[src/rtl/uart_rx_param.sv]
// Oversampling UART receiver with configurable framing.
// Majority-voted bits, break handling and a one-word holding register.
module uart_rx_param #(
    parameter int DATA_BITS  = 8,
    parameter int OVERSAMPLE = 16,
    parameter int PARITY     = 0,
    parameter int STOP_BITS  = 1
) (
    input  logic                 clk,
    input  logic                 rst,
    input  logic                 en,
    input  logic                 in,
    output logic [DATA_BITS-1:0] out,
    output logic                 valid,
    input  logic                 ready,
    output logic                 done,
    output logic                 busy,
    output logic                 err,
    output logic                 perr,
    output logic                 overrun
);

    localparam int CW = $clog2(OVERSAMPLE);
    localparam logic [CW-1:0] C_VOTE = CW'(OVERSAMPLE / 2 + 1);
    localparam logic [CW-1:0] C_LAST = CW'(OVERSAMPLE - 1);
    localparam logic [3:0] LAST_D = 4'(DATA_BITS - 1);
    localparam logic [3:0] LAST_S = 4'(STOP_BITS - 1);

    localparam logic [2:0] S_IDLE  = 3'd0;
    localparam logic [2:0] S_START = 3'd1;
    localparam logic [2:0] S_DATA  = 3'd2;
    localparam logic [2:0] S_PAR   = 3'd3;
    localparam logic [2:0] S_STOP  = 3'd4;
    localparam logic [2:0] S_WAIT  = 3'd5;

    logic                 s1, s2, s3;
    logic [2:0]           state;
    logic [CW-1:0]        cnt;
    logic [CW-1:0]        nxt_cnt;
    logic [3:0]           idx;
    logic [1:0]           samp;
    logic [DATA_BITS-1:0] shreg;
    logic                 par_acc, pflag, fflag, zero, good;
    logic                 vote, at_vote, at_last, fe, brk;

    // samp holds the two previous line samples, so at C_VOTE the
    // window covers counts OVERSAMPLE/2-1 .. OVERSAMPLE/2+1
    assign vote    = (samp[1] & samp[0]) | (samp[1] & s2) | (samp[0] & s2);
    assign at_vote = (cnt == C_VOTE);
    assign at_last = (cnt == C_LAST);
    assign nxt_cnt = at_last ? '0 : cnt + 1'b1;
    assign fe      = fflag | ~vote;
    assign brk     = fe & zero & ~vote;
    assign overrun = done & good & valid & ~ready;

    always_ff @(posedge clk) begin
        if (rst) begin
            s1 <= 1'b1;
            s2 <= 1'b1;
            s3 <= 1'b1;
        end else begin
            s1 <= in;
            s2 <= s1;
            s3 <= s2;
        end
    end

    always_ff @(posedge clk) begin
        if (rst) begin
            state   <= S_IDLE;
            cnt     <= '0;
            idx     <= '0;
            samp    <= 2'b11;
            shreg   <= '0;
            par_acc <= 1'b0;
            pflag   <= 1'b0;
            fflag   <= 1'b0;
            zero    <= 1'b0;
            good    <= 1'b0;
            busy    <= 1'b0;
            done    <= 1'b0;
            err     <= 1'b0;
            perr    <= 1'b0;
        end else begin
            samp <= {samp[0], s2};
            done <= 1'b0;
            err  <= 1'b0;
            perr <= 1'b0;
            if (!en) begin
                state <= S_IDLE;
                cnt   <= '0;
                busy  <= 1'b0;
            end else begin
                case (state)
                    S_IDLE: begin
                        if (s3 && !s2) begin
                            state   <= S_START;
                            cnt     <= '0;
                            idx     <= '0;
                            par_acc <= 1'b0;
                            pflag   <= 1'b0;
                            fflag   <= 1'b0;
                            zero    <= 1'b1;
                        end
                    end
                    S_START: begin
                        cnt <= nxt_cnt;
                        if (at_vote) begin
                            if (vote) begin
                                state <= S_IDLE;
                                cnt   <= '0;
                            end else begin
                                busy <= 1'b1;
                            end
                        end else if (at_last) begin
                            state <= S_DATA;
                        end
                    end
                    S_DATA: begin
                        cnt <= nxt_cnt;
                        if (at_vote) begin
                            shreg   <= {vote, shreg[DATA_BITS-1:1]};
                            par_acc <= par_acc ^ vote;
                            if (vote) zero <= 1'b0;
                        end
                        if (at_last) begin
                            if (idx == LAST_D) begin
                                idx   <= '0;
                                state <= (PARITY != 0) ? S_PAR : S_STOP;
                            end else begin
                                idx <= idx + 1'b1;
                            end
                        end
                    end
                    S_PAR: begin
                        cnt <= nxt_cnt;
                        if (at_vote) begin
                            pflag <= (PARITY == 1) ? (par_acc ^ vote)
                                                   : ~(par_acc ^ vote);
                            if (vote) zero <= 1'b0;
                        end
                        if (at_last) state <= S_STOP;
                    end
                    S_STOP: begin
                        cnt <= nxt_cnt;
                        if (at_vote) begin
                            if (!vote) fflag <= 1'b1;
                            else zero <= 1'b0;
                            if (idx == LAST_S) begin
                                done  <= 1'b1;
                                err   <= fe;
                                perr  <= pflag;
                                good  <= ~fe & ~pflag;
                                busy  <= 1'b0;
                                cnt   <= '0;
                                state <= brk ? S_WAIT : S_IDLE;
                            end
                        end else if (at_last) begin
                            idx <= idx + 1'b1;
                        end
                    end
                    S_WAIT: begin
                        // re-arm only after a full bit time of idle line
                        cnt <= s2 ? nxt_cnt : '0;
                        if (s2 && at_last) state <= S_IDLE;
                    end
                    default: state <= S_IDLE;
                endcase
            end
        end
    end

    always_ff @(posedge clk) begin
        if (rst) begin
            out   <= '0;
            valid <= 1'b0;
        end else if (done && good) begin
            if (!valid || ready) begin
                out   <= shreg;
                valid <= 1'b1;
            end
        end else if (valid && ready) begin
            valid <= 1'b0;
        end
    end

endmodule

[config.mk]
export PLATFORM = sky130hd
export DESIGN_NAME = uart_rx_param
export DESIGN_NICKNAME = d
export VERILOG_FILES = /design/src/rtl/uart_rx_param.sv
export SDC_FILE = /design/constraint.sdc
export NUM_CORES = 1
export LEC_CHECK = 0
export ABC_AREA = 1
export CAP_MARGIN = 20
export CORE_MARGIN = 10
export CORE_UTILIZATION = 51
export CTS_CLUSTER_DIAMETER = 40
export DETAILED_ROUTE_END_ITERATION = 12
export PLACE_DENSITY = 0.72
export SLEW_MARGIN = 20
export SYNTH_ARGS = -nofsm -noshare
export SYNTH_HDL_FRONTEND = slang
export SYNTH_SLANG_ARGS = --single-unit
[constraint.sdc]
create_clock -name clk -period 3.6 [get_ports clk]
set_clock_uncertainty 0.2 [all_clocks]
set_input_delay 0.72 -clock clk [delete_from_list [all_inputs] [get_ports clk]]
set_output_delay 0.72 -clock clk [all_outputs]
set_load 0.02 [all_outputs]
==> metrics.md <==
| Metric | Value |
|---|---|
| Fin crit share | `0.7930` |
| Post-route ant nets | `0` |
| Unique cell type count in the Yosys netlist | `30` |
| Wire length per cell | `11.97 um` |
| # setup viols final | `0` |
| LEAKAGE | `0.0009124 uW` |
| Tot GR Track Use | `0.1321` |
| Synthesis-to-finish area growth | `16.25%` |
| Reg2Reg Depth | `7` |
| Initial antenna violation count | `0` |
| Fin cells | `344` |
| Die height | `82.16 um` |
| Clk buf depth | `2` |
| Post-Route WL | `4.116 mm` |
| Top-area cell type share of the netlist area | `0.4165` |
| FF-to-FF End | `shreg[7]` |
| HP Class | `register to register` |
| Setup_tns | `0 ns` |
| Syn avg cell area | `7.245 um2` |
| Clock buffer count from CTS | `5` |
| Vias per cell | `5.093` |
| Mapped cell area | `1971 um2` |
| Root Buffer | `clkbuf_8` |
| Arr. time, crit path | `1.93 ns` |
| Fin. Hold Viols | `0` |
| Row count | `22` |
| Diodes inserted | `0` |
| I/O pin cnt | `19` |
| CORE AREA | `3689 um2` |
| WHS Path Cells | `1` |
| Worst hold endpoint | `s2` |
| CTS tree | `built` |
| Max-slew violation total from the final report | `0` |
| WS Path Type | `input pin to primary output` |
| Top FF cell, synth | `dfxtp_1` |
| Status | `complete, no violations` |
| Hpwl dp | `3.062 mm` |
| Worst-path clk slew | `0.08 ns` |
| Die X | `82.16 um` |
| Port buffer count | `18` |
| Ys async rst share | `0` |
| H-tree lvl count | `2` |
| Die Area | `6750 um2` |
| Minimum clock period | `2.855 ns` |
| Vias in the first global route | `1583` |
| Gate Count Post-Synth | `272` |
| First-pass GRT wire length | `7.176 mm` |
| Total congestion overflow | `0` |
| Unrepaired setup endpoints after global routing | `no` |
| First DRT Iteration DRCs | `133` |
| Synth area leader | `dfxtp_1` |
| Synth warn | `0` |
| Critical path fanouts, max | `2` |
| Met1 GRT Util | `0.1726` |
| GRT busiest layer | `met2` |
| DR DRC count | `0` |
| CTS sink count | `41` |
| Startpoint types | `input pin` |
| Power density over the cells | `425.4 nW/um2` |
| R2R setup slack | `1.82 ns` |
| Drt first pass iters | `4` |
| Critical path origin | `ready` |
| Largest net degree at the start of global routing | `23` |
| CP required | `2.68 ns` |
| Placed cell count | `336` |
| R2R Path Start | `cnt[0]` |
| Cts repair resizes | `0` |
| Share of layout cells above drive strength 1 | `0.1486` |
| Crit. End Element | `primary output` |
| Starting density of the core | `0.5343` |
| Max_slew headroom | `0.5966` |
| FF+latch count, synth | `41` |
| Met3 usage | `0.04752` |
| Register area share after synthesis | `0.4165` |
| Ranking of synthesized cells by area | `dfxtp_1, nor2_1, nand2_1` |
| Placer Congestion | `0.9714` |
| Global Route met2 Usage | `0.1983` |
| Peak supply drop | `312.5 uV` |
| Clock latency on the worst-skew pair | `0.29 ns` |
| Post-CTS Setup Bufs | `0` |
| Via count | `1752` |
| Number of synthesized flops with an enable pin | `0` |
| Max-cap viol count | `0` |
| Fmax | `350.3 MHz` |
| Worst-Margin Slew | `0.6044 ns` |
| Hold-fix buffers, CTS | `0` |
| Min-delay src | `s1` |
| Post-synth net total | `281` |
| Nets | `304` |
## area by class of cell
class,instances,area [um2]
Sequential cell,41,820.8
Timing Repair Buffer,19,187.7
Multi-Input combinational cell,202,1037
Fill cell,353,1398
Inverter,26,97.59
Clock buffer,6,72.57
Tap cell,48,60.06
Clock inverter,2,15.01
## through the flow
stage	hold WS (ns)	instance area (um2)	setup slack (ns)	util	power, uW
5_1_grt	0.2330	2291	0.6679	0.6211	1029
4_1_cts	0.2230	2291	0.7290	0.6211	981.0
3_5_place_dp	0.2044	2203	0.7245	0.5974	686.8
3_3_place_gp	0.1946	2203	0.7537	0.5974	684.0
6_report	0.2197	2291	0.7452	0.6211	974.5
2_1_floorplan	0.1895	1971	1.563	-	643.7
## where the power goes
part	internal, uW	switching, uW
clock network	137	161
registers	464	15.0
logic	63.5	134
total	664	310
## layer usage
layer / up-vias / part of all wire
li1: 918 / -
met1: 782 / 0.49
met2: 44 / 0.42
met3: 8 / 0.067
met4: 0 / 0.015
met5: - / 0
## critical path, stage by stage
cell	delay, ns
clkdlybuf4s50_1	0.40
inv_1	0.07
nand2_1	0.07
nor2_1	0.08
clkdlybuf4s50_1	0.60
## Yosys cell counts, drive strengths merged (3+ instances only)
cell   instances
nor2          66
o21ai         24
nand3         15
dfxtp         41
nand4          3
nand2         55
inv           26
ha             4
a21oi         23
## placed cells by master (no fill, tap or decap)
master / n
ha_1: 4
nand2_4: 1
clkbuf_1: 1
inv_2: 4
nor2_2: 8
dfxtp_1: 41
o21ai_2: 3
o211ai_1: 1
o21ai_0: 20
nand3_4: 1
nand2_1: 46
nand3b_1: 2
or2_2: 2
nand2_2: 8
o21ai_1: 1
nand2b_1: 1
a21oi_2: 3
nand3_1: 12
nor3_1: 1
a21oi_1: 20
nor3_2: 1
nor2_4: 3
nand4_1: 3
clkbuf_8: 5
clkdlybuf4s50_1: 18
inv_1: 22
nor2_1: 55
a31oi_1: 1
clkinvlp_4: 2
nand3_2: 2
buf_4: 1
xnor2_1: 1
xor2_1: 2
## worst max-delay path by stage
stage / end / slack [ns] / depth (start not counted)
after global placement: overrun / 0.75 / 5
final: overrun / 0.75 / 5
after CTS: overrun / 0.73 / 5
after floorplan: overrun / 1.56 / 3
after global routing: overrun / 0.67 / 5
after detailed placement: overrun / 0.72 / 5
## state kept, by name (all words and copies together) (netlist names), 2 cells and up
| name | count |
|---|---|
| idx | 4 |
| state | 3 |
| shreg | 8 |
| cnt | 4 |
| out | 8 |
| samp | 2 |
## logic make-up after synthesis
group                    Yosys count  share of synthesized area
AO/OA/AOI/OAI                     49                     0.1378
XOR/XNOR                           3                    0.01334
adder cells (fa/ha/maj)            4                    0.02540
buffers and inverters             29                    0.05714
flip-flops                        41                     0.4165
AND/OR/NAND/NOR                  146                     0.3498
Power figures use the tool's default switching activity.
==> RTL edit (config.mk and constraints unchanged) <==
Register the output `err` once more, cleared by the reset; this adds one clock of latency there. The other outputs are not delayed to match.
--- a/src/rtl/uart_rx_param.sv
+++ b/src/rtl/uart_rx_param.sv
@@ -32,6 +32,8 @@
     localparam logic [2:0] S_PAR   = 3'd3;
     localparam logic [2:0] S_STOP  = 3'd4;
     localparam logic [2:0] S_WAIT  = 3'd5;
+
+    logic err_s0;
 
     logic                 s1, s2, s3;
     logic [2:0]           state;
@@ -79,12 +81,12 @@
             good    <= 1'b0;
             busy    <= 1'b0;
             done    <= 1'b0;
-            err     <= 1'b0;
+            err_s0  <= 1'b0;
             perr    <= 1'b0;
         end else begin
             samp <= {samp[0], s2};
             done <= 1'b0;
-            err  <= 1'b0;
+            err_s0 <= 1'b0;
             perr <= 1'b0;
             if (!en) begin
                 state <= S_IDLE;
@@ -148,7 +150,7 @@
                             else zero <= 1'b0;
                             if (idx == LAST_S) begin
                                 done  <= 1'b1;
-                                err   <= fe;
+                                err_s0 <= fe;
                                 perr  <= pflag;
                                 good  <= ~fe & ~pflag;
                                 busy  <= 1'b0;
@@ -184,5 +186,13 @@
         end
     end
 
+    always_ff @(posedge clk) begin
+        if (rst) begin
+            err <= '0;
+        end else begin
+            err <= err_s0;
+        end
+    end
+
 endmodule
 
Formal check against the unedited RTL: same outputs for any inputs over 10 cycles, from zero or initial values and one cycle with rst high; that may be too few to reach the edited logic, so the function may still have changed.
==> RTL edit against the original RTL <==
  * Sequential power is 4.4% higher
  * Sequential share of layout area barely moved
  * Setup slack got worse by 0.044 ns
  * Sequential cell count up 1
  * Total power increased by 8.6%
  * Critical path depth unchanged
  * Maximum frequency decreased by 1.5%
  * Routed wire length is 5.9% higher
  * Combinational power increased by 20%
  * Final area rose by 2.3%
  * Clock power rose by 7.7%
  * Area after synthesis is 2.5% higher
  * First-iteration DRC count is 17% lower
  * Highest routed layer unchanged
==> RTL edit: results (changes against the original RTL) <==
The flow ran to the end, and the final reports show no timing, DRC or antenna violations. The run gives 370 (was 353) as the filler cell count. The most common cell type on the critical path is sky130_fd_sc_hd__clkdlybuf4s50_1 (unchanged). Worst reg2reg path endpoint: state[1] (was shreg[7]).

The run gives 0.1262 (was 0.1321) as the combined global-route utilization of all metal layers. For the total vias in the final route, the log shows 1803 (was 1752). The logs give 31 (was 30) for the unique cell type count in the Yosys netlist and 4358 um (was 4116 um) for the total wire length after detailed routing.

The area of the die was 6880 um^2 (was 6750 um^2); the compound-cell area share of the yosys netlist was 0.1183 (was 0.1378). Top post-synthesis cells by count: 64 x sky130_fd_sc_hd__nor2_1, 55 x sky130_fd_sc_hd__nand2_1, 42 x sky130_fd_sc_hd__dfxtp_1, 30 x sky130_fd_sc_hd__inv_1, 20 x sky130_fd_sc_hd__o21ai_0 (was 55 x sky130_fd_sc_hd__nor2_1, 46 x sky130_fd_sc_hd__nand2_1, 41 x sky130_fd_sc_hd__dfxtp_1, 22 x sky130_fd_sc_hd__inv_1). The net total in the final layout is 320 (was 304), and the net count after synthesis is 297 (was 281). The first-pass GRT wire length was 7534 um (was 7176 um); the number of global-route vias before repair was 1710 (was 1583). The sum of net half-perimeters after detailed placement came out at 3245 um (was 3062 um). The depth of the most critical reg-to-reg path is 10 (was 7). For the relative slew slack, the log shows 0.5847 (was 0.5966). The fraction of final layout cells with drive strength greater than 1 is 0.1154 (was 0.1486), and the initial detailed-routing violation count is 110 (was 133).

The sequential-to-total area share from yosys stat was 0.4161 (was 0.4165). The data arrival time at the worst-slack endpoint is 1.98 ns (was 1.93 ns). The tools report the static leakage as 1.051 nW (was 0.9124 nW).

The adder and majority gate portion of the synthesized area was 0.02477 (was 0.02540); the reg2reg setup slack was 1.77 ns (was 1.82 ns). The tools report the maximum ir drop on the vdd rail as 0.3118 mV (was 0.3125 mV). Ranking of synthesized cells by area: sky130_fd_sc_hd__dfxtp_1 42%, sky130_fd_sc_hd__nor2_1 12%, sky130_fd_sc_hd__nand2_1 10% (was sky130_fd_sc_hd__dfxtp_1 42%, sky130_fd_sc_hd__nor2_1 10%, sky130_fd_sc_hd__nand2_1 8.8%).
RTL edit: changes by cell type after synthesis, sizes merged, moves of 2 or more:
cell / delta
a21oi: -9
nand2: +9
inv: +8
nand3: +5
nor2: +4
nand3b: -2
nand4: -2
RTL edit: area by class of cell:
| class | instances | area [um^2] | share of cell area |
|---|---|---|---|
| timing repair buffer | 19 | 187.7 | 0.08004 |
| multi-input combinational | 209 | 1028 | 0.4386 |
| sequential | 42 | 840.8 | 0.3586 |
| inverter | 34 | 132.6 | 0.05656 |
| clock inverter | 1 | 8.758 | 0.003735 |
| tap | 48 | 60.06 | 0.02561 |
| clock buffer | 7 | 86.33 | 0.03682 |
RTL edit: worst max path at each step:
stage,startpoint,end,slack [ns],depth (start not counted)
2_1_floorplan,ready,overrun,1.56,3
3_3_place_gp,ready,overrun,0.75,5
3_5_place_dp,ready,overrun,0.69,5
4_1_cts,ready,overrun,0.69,5
5_1_grt,ready,overrun,0.62,5
6_report,ready,overrun,0.70,5
RTL edit: kinds of logic (layout without fill, tap and decap cells):
kind of cell	Yosys count	count (layout)
xor gates and xnor gates	3	3
buffers and inverters	37	61
adders and majority gates	4	4
AOI/OAI and AO/OA	43	43
DFF	42	42
and+or+nand+nor	159	159
RTL edit: report_power, final:
part | leakage [nW] | total (W) | switching [W] | internal [W]
sequential | 0.339 | 0.000500 | 0.0000217 | 0.000479
combinational | 0.663 | 0.000237 | 0.000157 | 0.0000800
clock | 0.0489 | 0.000320 | 0.000162 | 0.000158
total | 1.05 | 0.00106 | 0.000341 | 0.000717
RTL edit: per-layer routing:
| layer | GRT usage | up-vias | routed length [um] |
|---|---|---|---|
| li1 | - | 954 | - |
| met1 | 0.1546 | 802 | 2040 |
| met2 | 0.1962 | 42 | 1970 |
| met3 | 0.04980 | 5 | 301 |
| met4 | 0.04000 | 0 | 46 |
| met5 | 0 | - | 0 |
RTL edit: metrics by stage:
step | cell area (um^2) | worst slack, ns | std cells | hold slack, ns | power, W
after floorplan | 2021 | 1.563 | 288 | 0.1883 | 0.0006973
after global placement | 2250 | 0.7497 | 352 | 0.1962 | 0.0007417
after detailed placement | 2250 | 0.6928 | 352 | 0.1977 | 0.0007425
after CTS | 2345 | 0.6937 | 360 | 0.2178 | 0.001067
after global routing | 2345 | 0.6190 | 360 | 0.2303 | 0.001120
final | 2345 | 0.7008 | 360 | 0.2160 | 0.001058
